===== src/rtl/video_pkg.sv =====
// rtl/video_pkg.sv - shared video types, screen defaults and colour constants
//
// Purpose: holds the sprite animator FSM state encoding, the default visible
// screen size and named RGB colours used by the sprite renderer.
// Ports: none (package).

package video_pkg;

  typedef enum logic [1:0] {
    ST_IDLE  = 2'd0,
    ST_SHOW  = 2'd1,
    ST_BLINK = 2'd2
  } state_t;

  localparam int H_VISIBLE_DEF = 640;
  localparam int V_VISIBLE_DEF = 480;

  localparam logic [23:0] COLOR_BLACK = 24'h000000;
  localparam logic [23:0] COLOR_WHITE = 24'hFFFFFF;
  localparam logic [23:0] COLOR_RED   = 24'hFF0000;
  localparam logic [23:0] COLOR_GREEN = 24'h00FF00;
  localparam logic [23:0] COLOR_BLUE  = 24'h0000FF;

endpackage


===== src/rtl/sprite_rom.sv =====
// rtl/sprite_rom.sv - combinational ship sprite row masks for two animation poses
//
// Purpose: maps (pose, row) to a row mask; bit x of o_mask is set when cell x
// of that row is lit. Pose 1 differs from pose 0 only in rows 9-10 (flame).
// Ports:
//   i_pose  - animation pose (0 = ship, 1 = ship with thruster flame)
//   i_row   - sprite row 0..15 (rows beyond 10 are blank)
//   o_mask  - SPR_W-bit lit-cell mask for the row

module sprite_rom #(
  parameter int SPR_W = 11
) (
  input  logic             i_pose,
  input  logic [3:0]       i_row,
  output logic [SPR_W-1:0] o_mask
);

  function automatic logic ship_bit(input logic pose, input logic [3:0] row, input int x);
    case (row)
      4'd0:                   return (x == 5);
      4'd1:                   return (x >= 4) && (x <= 6);
      4'd2:                   return (x >= 3) && (x <= 7);
      4'd3:                   return ((x >= 2) && (x <= 4)) || ((x >= 6) && (x <= 8));
      4'd4:                   return ((x >= 1) && (x <= 3)) || ((x >= 7) && (x <= 9));
      4'd5, 4'd6, 4'd7, 4'd8: return (x <= 10);
      4'd9, 4'd10: begin
        if (pose) return ((x >= 1) && (x <= 3)) || ((x >= 7) && (x <= 9));
        else      return (x == 2) || (x == 8);
      end
      default:                return 1'b0;
    endcase
  endfunction

  always_comb begin
    o_mask = '0;
    for (int x = 0; x < SPR_W; x++) begin
      o_mask[x] = ship_bit(i_pose, i_row, x);
    end
  end

endmodule


===== src/rtl/sprite_anim_render.sv =====
// rtl/sprite_anim_render.sv - animated victory ship sprite overlay with show/blink phases
//
// Purpose: draws a scaled two-pose ship sprite at a frame-stable position.
// SHOW animates the pose; BLINK additionally blinks the sprite until stop.
// Pixel path is a 2-stage pipeline: hit/cell registered, then colour registered.
// Ports:
//   clk, reset           - clock, synchronous active-high reset
//   h_counter, v_counter - current pixel column/row of the video scan
//   pos_X, pos_Y         - requested sprite top-left, taken at frame boundaries
//   start, stop          - one-cycle animation control pulses
//   R, G, B              - registered pixel colour (2 cycles after h/v)
//   active               - registered, high while not IDLE

module sprite_anim_render import video_pkg::*; #(
  parameter int          SCALE        = 6,
  parameter int          SPR_W        = 11,
  parameter int          SPR_H        = 11,
  parameter int          STEP_FRAMES  = 15,
  parameter int          SHOW_FRAMES  = 120,
  parameter int          BLINK_FRAMES = 30,
  parameter int          H_VISIBLE    = H_VISIBLE_DEF,
  parameter int          V_VISIBLE    = V_VISIBLE_DEF,
  parameter logic [23:0] COLOR        = COLOR_WHITE
) (
  input  logic       clk,
  input  logic       reset,
  input  logic [9:0] h_counter,
  input  logic [9:0] v_counter,
  input  logic [9:0] pos_X,
  input  logic [9:0] pos_Y,
  input  logic       start,
  input  logic       stop,
  output logic [7:0] R,
  output logic [7:0] G,
  output logic [7:0] B,
  output logic       active
);

  // Geometry is evaluated at 12 bits so a position near 1023 plus the sprite
  // extent cannot wrap back onto the left/top of the screen.
  localparam logic [11:0] L_SCALE  = 12'(SCALE);
  localparam logic [11:0] L_SPR_PW = 12'(SPR_W * SCALE);
  localparam logic [11:0] L_SPR_PH = 12'(SPR_H * SCALE);
  localparam logic [11:0] L_HVIS   = 12'(H_VISIBLE);
  localparam logic [11:0] L_VVIS   = 12'(V_VISIBLE);
  localparam logic [11:0] L_SPR_W  = 12'(SPR_W);
  localparam logic [11:0] L_SPR_H  = 12'(SPR_H);
  localparam logic [9:0]  L_VTICK  = 10'(V_VISIBLE);

  localparam logic [15:0] L_STEP_LAST  = 16'(STEP_FRAMES - 1);
  localparam logic [15:0] L_SHOW_LAST  = 16'(SHOW_FRAMES - 1);
  localparam logic [15:0] L_BLINK_LAST = 16'(BLINK_FRAMES - 1);

  localparam int CW = (SPR_W > 1) ? $clog2(SPR_W) : 1;

  // ---------------- frame tick ----------------
  // The counters may sit on (0, V_VISIBLE) for several clocks; only the first
  // clock of that condition is a frame tick.
  logic w_tick_cond;
  logic w_frame_tick;
  logic r_tick_cond_d;

  assign w_tick_cond  = (h_counter == 10'd0) && (v_counter == L_VTICK);
  assign w_frame_tick = w_tick_cond && !r_tick_cond_d;

  always_ff @(posedge clk) begin
    if (reset) r_tick_cond_d <= 1'b0;
    else       r_tick_cond_d <= w_tick_cond;
  end

  // ---------------- animation FSM ----------------
  state_t      r_state;
  logic        r_active;
  logic [15:0] r_frame_cnt;
  logic [15:0] r_step_cnt;
  logic [15:0] r_blink_cnt;
  logic        r_pose;
  logic        r_visible;
  logic        r_stop_pend;
  logic [9:0]  r_pos_x;
  logic [9:0]  r_pos_y;

  always_ff @(posedge clk) begin
    if (reset) begin
      r_state     <= ST_IDLE;
      r_active    <= 1'b0;
      r_frame_cnt <= '0;
      r_step_cnt  <= '0;
      r_blink_cnt <= '0;
      r_pose      <= 1'b0;
      r_visible   <= 1'b1;
      r_stop_pend <= 1'b0;
      r_pos_x     <= '0;
      r_pos_y     <= '0;
    end else begin
      // Position only moves at frame boundaries so a frame is never torn.
      if (w_frame_tick) begin
        r_pos_x <= pos_X;
        r_pos_y <= pos_Y;
      end

      case (r_state)
        ST_IDLE: begin
          // A coincident stop discards the start.
          if (start && !stop) begin
            r_state     <= ST_SHOW;
            r_active    <= 1'b1;
            r_frame_cnt <= '0;
            r_step_cnt  <= '0;
            r_blink_cnt <= '0;
            r_pose      <= 1'b0;
            r_visible   <= 1'b1;
            r_stop_pend <= 1'b0;
            r_pos_x     <= pos_X;
            r_pos_y     <= pos_Y;
          end
        end

        ST_SHOW, ST_BLINK: begin
          if (stop) r_stop_pend <= 1'b1;
          if (w_frame_tick) begin
            if (r_stop_pend || stop) begin
              r_state     <= ST_IDLE;
              r_active    <= 1'b0;
              r_stop_pend <= 1'b0;
            end else begin
              if (r_step_cnt == L_STEP_LAST) begin
                r_step_cnt <= '0;
                r_pose     <= !r_pose;
              end else begin
                r_step_cnt <= r_step_cnt + 16'd1;
              end

              if (r_state == ST_SHOW) begin
                if (r_frame_cnt == L_SHOW_LAST) begin
                  r_state     <= ST_BLINK;
                  r_visible   <= 1'b1;
                  r_blink_cnt <= '0;
                end else begin
                  r_frame_cnt <= r_frame_cnt + 16'd1;
                end
              end else begin
                if (r_blink_cnt == L_BLINK_LAST) begin
                  r_blink_cnt <= '0;
                  r_visible   <= !r_visible;
                end else begin
                  r_blink_cnt <= r_blink_cnt + 16'd1;
                end
              end
            end
          end
        end

        default: begin
          r_state  <= ST_IDLE;
          r_active <= 1'b0;
        end
      endcase
    end
  end

  assign active = r_active;

  // ---------------- pipeline stage 1: hit test and cell coordinates ----------------
  logic [11:0] w_h, w_v, w_px, w_py;
  logic [11:0] w_dx, w_dy, w_cx, w_cy;
  logic        w_hit;
  logic        r_hit;
  logic [11:0] r_cx;
  logic [11:0] r_cy;

  assign w_h  = {2'b00, h_counter};
  assign w_v  = {2'b00, v_counter};
  assign w_px = {2'b00, r_pos_x};
  assign w_py = {2'b00, r_pos_y};

  assign w_hit = (w_h >= w_px) && (w_h < w_px + L_SPR_PW) &&
                 (w_v >= w_py) && (w_v < w_py + L_SPR_PH) &&
                 (w_h < L_HVIS) && (w_v < L_VVIS);

  assign w_dx = w_h - w_px;
  assign w_dy = w_v - w_py;
  assign w_cx = w_dx / L_SCALE;
  assign w_cy = w_dy / L_SCALE;

  always_ff @(posedge clk) begin
    if (reset) begin
      r_hit <= 1'b0;
      r_cx  <= '0;
      r_cy  <= '0;
    end else begin
      r_hit <= w_hit;
      r_cx  <= w_cx;
      r_cy  <= w_cy;
    end
  end

  // ---------------- pipeline stage 2: pattern lookup and colour ----------------
  logic [SPR_W-1:0] w_row_mask;
  logic             w_cell_on;
  logic [23:0]      r_rgb;

  sprite_rom #(
    .SPR_W (SPR_W)
  ) u_sprite_rom (
    .i_pose (r_pose),
    .i_row  (r_cy[3:0]),
    .o_mask (w_row_mask)
  );

  // Range guard keeps the mask index in bounds even if the cell math is off-sprite.
  assign w_cell_on = r_hit && (r_cx < L_SPR_W) && (r_cy < L_SPR_H) &&
                     w_row_mask[r_cx[CW-1:0]];

  always_ff @(posedge clk) begin
    if (reset) r_rgb <= COLOR_BLACK;
    else       r_rgb <= (w_cell_on && r_visible && r_active) ? COLOR : COLOR_BLACK;
  end

  assign R = r_rgb[23:16];
  assign G = r_rgb[15:8];
  assign B = r_rgb[7:0];

endmodule


===== config.mk =====
export PLATFORM = sky130hd
export DESIGN_NAME = sprite_anim_render
export DESIGN_NICKNAME = d
export VERILOG_FILES = /design/src/rtl/video_pkg.sv /design/src/rtl/sprite_rom.sv /design/src/rtl/sprite_anim_render.sv
export SDC_FILE = /design/constraint.sdc
export NUM_CORES = 1
export LEC_CHECK = 0
export ABC_AREA = 1
export CAP_MARGIN = 20
export CORE_MARGIN = 4
export CORE_UTILIZATION = 51
export DETAILED_ROUTE_END_ITERATION = 8
export GPL_TIMING_DRIVEN = 0
export PLACE_DENSITY = 0.79
export SETUP_SLACK_MARGIN = 0.2
export SLEW_MARGIN = 20
export SYNTH_ARGS = -nofsm -noshare
export SYNTH_HDL_FRONTEND = slang
export SYNTH_SLANG_ARGS = --single-unit

===== constraint.sdc =====
create_clock -name clk -period 7.4 [get_ports clk]
set_clock_uncertainty 0.05 [all_clocks]
set_input_delay 2.22 -clock clk [delete_from_list [all_inputs] [get_ports clk]]
set_output_delay 2.22 -clock clk [all_outputs]
set_load 0.1 [all_outputs]

Word-level counts from Yosys, hierarchy flattened
Index checks and enable logic that the tools add are counted.
- word-level logic and storage cells: 155
- register bits after elaboration: 124
- output and inout bits: 25
- input bits: 44
- equality and inequality tests: 27
- reductions and logical operators: 38
- div/mod/pow operators: 2
- multiplexer cells: 57
- $lt $le $gt $ge: 9
- add/subtract/negate cells: 7
- operators by type and width (operator ; count):
    2-to-1 mux 16 bit ; 13
    case mux 16 bit (2 select lines) ; 3
    2-to-1 mux 10 bit ; 6
    adder 16 x 1 -> 16 bit (second input constant) ; 3
    divider 12 x 3 -> 12 bit (second input constant) ; 2
    less-than comparator 12 x 4 -> 1 bit (second input constant) ; 2
    2-to-1 mux 24 bit ; 1
    adder 10 x 7 -> 11 bit (second input constant) ; 2
    less-than comparator 10 x 11 -> 1 bit ; 2
    subtractor 10 x 10 -> 11 bit ; 2
    2-to-1 mux 1 bit ; 21
    OR reduction 7 bit ; 3
    greater-or-equal comparator 10 bit ; 2
    equality test 16 x 4 -> 1 bit (second input constant) ; 1
    equality test 16 x 5 -> 1 bit (second input constant) ; 1
    equality test 16 x 7 -> 1 bit (second input constant) ; 1
    equality test 4 x 3 -> 1 bit (second input constant) ; 4
    != test 2 bit (second input constant) ; 7
    logical AND 1 bit ; 13
    equality test 4 bit (second input constant) ; 3
    != test 3 bit (second input constant) ; 4
    case mux 1 bit (2 select lines) ; 6
    AND reduction 6 bit ; 2
    equality test 10 x 9 -> 1 bit (second input constant) ; 1
    24 further kinds ; 35

Longest topological paths before layout
- word-level depth: 9
- gate-level depth with buffers: 30
- mapped depth without buffers: 30

Cells and area by module
A second synthesis with hierarchy kept.
- cell total of the unflattened synthesis: 965
- area total of the unflattened synthesis: 6739.0 um^2
- modules (own cells, without submodules) (module ; area an instance (um^2) ; times used ; cells each ; seq. area each (um^2)):
    sprite_anim_render ; 6595.1 ; 1 ; 937 ; 1941.9
    sprite_rom ; 143.9 ; 1 ; 28 ; 0.0

Least setup slack after synthesis
OpenSTA, ideal clock, no wires.
- kind: input port to flip-flop
- start: input v_counter[0]
- end: register r_cy[0]
- stages on the path: 29
- path buffers: 0
- library setup time: 0.128 ns
- required time: 7.222 ns
- path slack: 2.448 ns
- arrival: 4.774 ns
- cells stage by stage: inv_1 -> ha_1 -> fa_1 -> o21ai_2 -> nand2_1 -> nand2_1 -> nand2_1 -> nand2_1 -> inv_1 -> nand2_2 -> nand2_1 -> nand2_2 -> inv_1 -> o21ai_1 -> nand3_1 -> nand2_1 -> nand2_1 -> nand3_2 -> nand2_1 -> nand2_1 -> nand2_1 -> inv_1 -> nand2_1 -> nand2_1 -> inv_1 -> o21bai_1 -> nand2_1 -> nand2_1 -> nor2_1
- word-level cells in the longest chain between the ends: 2
- RTL lines (what ; line ; text):
    start: declaration ; sprite_anim_render.sv:28 ; input logic [9:0] v_counter,
    subtractor 10 x 10 -> 11 bit ; sprite_anim_render.sv:182 ; assign w_dy = w_v - w_py;
    divider 12 x 3 -> 12 bit ; sprite_anim_render.sv:184 ; assign w_cy = w_dy / L_SCALE;
    end signal: assignment ; sprite_anim_render.sv:194 ; r_cy <= w_cy;
    end: declaration ; sprite_anim_render.sv:170 ; logic [11:0] r_cy;
No other way between the ends.
A chain may end at the register's enable or synchronous reset.

Worst setup path after layout
Ends and elaborated chain as after synthesis.

==> impl_metrics.toml <==
[clock_network]
clkLatencyLatePin_ns = 0.35
postCtsHoldBufs = 0
htree_levels = 3
cts_tree = "yes"
cts_resized = 0
cts-buffers-inserted = 9
root_buffer = "clkbuf_16"
clk_pin_slew_worst_paths_ns = 0.06
post-cts-setup-buffer-count = 0
cts_buffer_depth = 2
cts.sinks = 97

[global_routing]
grt_pass1_wl_um = 25200
antenna_found_initial = 0
grt_max_degree = 25
grt_pass1_vias = 5899
grt_usage_pct = 20.4
grt.overflow.total = 0

[layout]
final_cell_mix = "nand2_1, inv_1, dfxtp_1"
drive_above_1_share_pct = 7.22
fin_nets = 1156
diodes = 0
nFillCells = 1211
area_delta_synth_final_pct = 18.9
final_common_cell = "nand2_1"
design_area_um2 = 7960
seqCellArea_um2 = 1940
multi_input_area_um2 = 3990

[setup_path]
r2r_start = "r_pos_x[0]$_SDFF_PP0_"
cpMostUsedCell = "nand2_1"
crit_start = "v_counter[0]"
critPathMaxStageDelay_ns = 0.50
startpoint_type = "input port"
endpoint_kind = "register"
cp.arrival_ns = 5.68
crit_path_max_fanout = 5
slowest_stage = "clkdlybuf4s50_1"
required_ns = 7.57
crit_type = "input port to register"

[routing]
vias = 6391
totalWireLength_um = 14700
vias_per_cell = 5.16
drcViolationCount = 0
wl_per_cell_um = 11.8
ant_nets = 0
drt_pass1_iterations = 5
drt_iter0_markers = 301

[floorplanning]
rows = 41
die_h_um = 123
die_w_um = 123
dieArea_um2 = 15000
core_um2 = 12700
start_util_pct = 52.6
ioPinCount = 69

[yosys]
synth-seq-area-share_pct = 29.0
synth_top_cell_by_area = "dfxtp_1"
synth_area_per_cell_um2 = 6.82
synthTopCellsByArea = "dfxtp_1, nand2_1, ha_1"
synth_cells = 981
synth_top_area_share_pct = 29.0
ys_seq_elements = 97
netlist_area_um2 = 6700
synth_warnings = 0
synth_top_flop_cell = "dfxtp_1"
synth.distinct_cells = 53
synth_edf_count = 0
async_reset_ff_share_pct = 0

[sta]
finalSetupViolCount = 0
tns_ns = 0
hold_ws_ns = 0.432
worstMarginPinSlew_ns = 0.974
rsz0062_at_grt = "no"
relSlewSlack_pct = 34.8
finalHoldViolations = 0
report.final.slew_viol_count = 0
fmax_ghz = 0.182
post-route-period-util_pct = 74.4
fin_crit_ns = 5.51

[placement]
hpwl_um = 11600
gp_congestion = 0.840
place_area_um2 = 7590
io_buffers = 68

[hold_path]
hold_class = "register to register"
hp-start = "r_frame_cnt[15]$_SDFFE_PP0P_"

[status]
status = "complete, no violations"

[run]
maxCapViolations = 0

[pwr]
power_leakage_nw = 3.38
power_density_nw_per_um2 = 234
ir_worst_vdd_v = 0.000166
-- synth_stat cells (2+ instances only) --
cell type and n:
nand2_1 180, inv_1 143, dfxtp_1 97, a21oi_1 91, nor2_1 83, nand3_1 65, o21ai_0 63, ha_1 49
nor3_1 31, buf_4 23, xor2_1 19, nand4_1 18, clkbuf_1 10, nor4_1 10, nand2_2 8, o21ai_1 7
o21bai_1 7, nand3_2 6, a211oi_1 5, a31oi_1 5, xnor2_1 5, a22oi_1 4, nor2_2 4, o21a_1 4
or2_2 4, nor3_2 3, a2111oi_0 2, a221oi_1 2, fa_1 2, nand2_4 2, nand3b_1 2, nor2_4 2
nor3b_1 2, nor4_4 2, o21ai_2 2, o221ai_1 2
-- cell families (layout without fill, tap and decap cells) --
kind of cell / after synthesis / after routing / synth area share (%)
buffers and inverters: 180 / 264 / 11.5
AOI/OAI and AO/OA: 200 / 200 / 16.5
other: 1 / 2 / 0.0560
xor gates and xnor gates: 24 / 24 / 3.14
and+or+nand+nor: 428 / 428 / 30.0
DFF: 97 / 97 / 29.0
adders and majority gates: 51 / 51 / 9.76
-- layer usage --
layer  global-route usage (%)  wire length [µm]
met1                     24.2              6770
met2                     37.0              7090
met3                     3.32               495
met4                     7.49               308
met5                        0                 0
-- worst max-delay path: cells and delay by family --
| family | cells | cell delay, ns |
|---|---|---|
| AND/OR/NAND/NOR | 19 | 1.50 |
| buffers and inverters | 6 | 0.79 |
| adder cells (fa/ha/maj) | 2 | 0.68 |
| AO/OA/AOI/OAI | 3 | 0.50 |
-- through the flow --
stage	setup slack, ns	instances	utilization [%]	power, mW
finish	1.89	1238	62.6	1.87
CTS	1.90	1238	62.6	1.87
floorplan	2.45	982	-	1.15
global placement	1.63	1222	59.7	1.28
global route	1.50	1238	62.6	2.00
detailed placement	1.54	1222	59.7	1.30
-- registers in the layout, summed over array words and instances, names as in the netlist --
signal	cells
active	1
r_blink_cnt	16
r_cx	10
r_cy	10
r_frame_cnt	16
r_hit	1
r_pos_x	10
r_pos_y	10
r_pose	1
r_rgb	1
r_state	2
r_step_cnt	16
r_stop_pend	1
r_tick_cond_d	1
r_visible	1
-- area by class of cell --
class | count | share of cell area [%]
flip-flops and latches | 97 | 24.4
plain buffers | 34 | 2.78
clock inverters | 7 | 1.78
repair buffers | 68 | 8.55
well taps | 172 | 2.70
clock buffers | 9 | 2.83
multi-input cells | 705 | 50.1
inverters | 146 | 6.91
-- worst paths after layout --
kind | end | slack [ns] | cells after the start
worst max-delay path | r_cy[0]$_SDFF_PP0_ | 1.89 | 30
worst min-delay path | r_frame_cnt[15]$_SDFFE_PP0P_ | 0.43 | 2
worst max register to register | r_cx[0]$_SDFF_PP0_ | 3.89 | 25
worst min register to register | r_frame_cnt[15]$_SDFFE_PP0P_ | 0.43 | 2
-- power by group --
part	total, mW	internal (mW)	switching (mW)
Clock	0.571	0.365	0.206
Combinational	0.680	0.246	0.435
Sequential	0.614	0.577	0.0373
(Power assumes the default switching activity.)
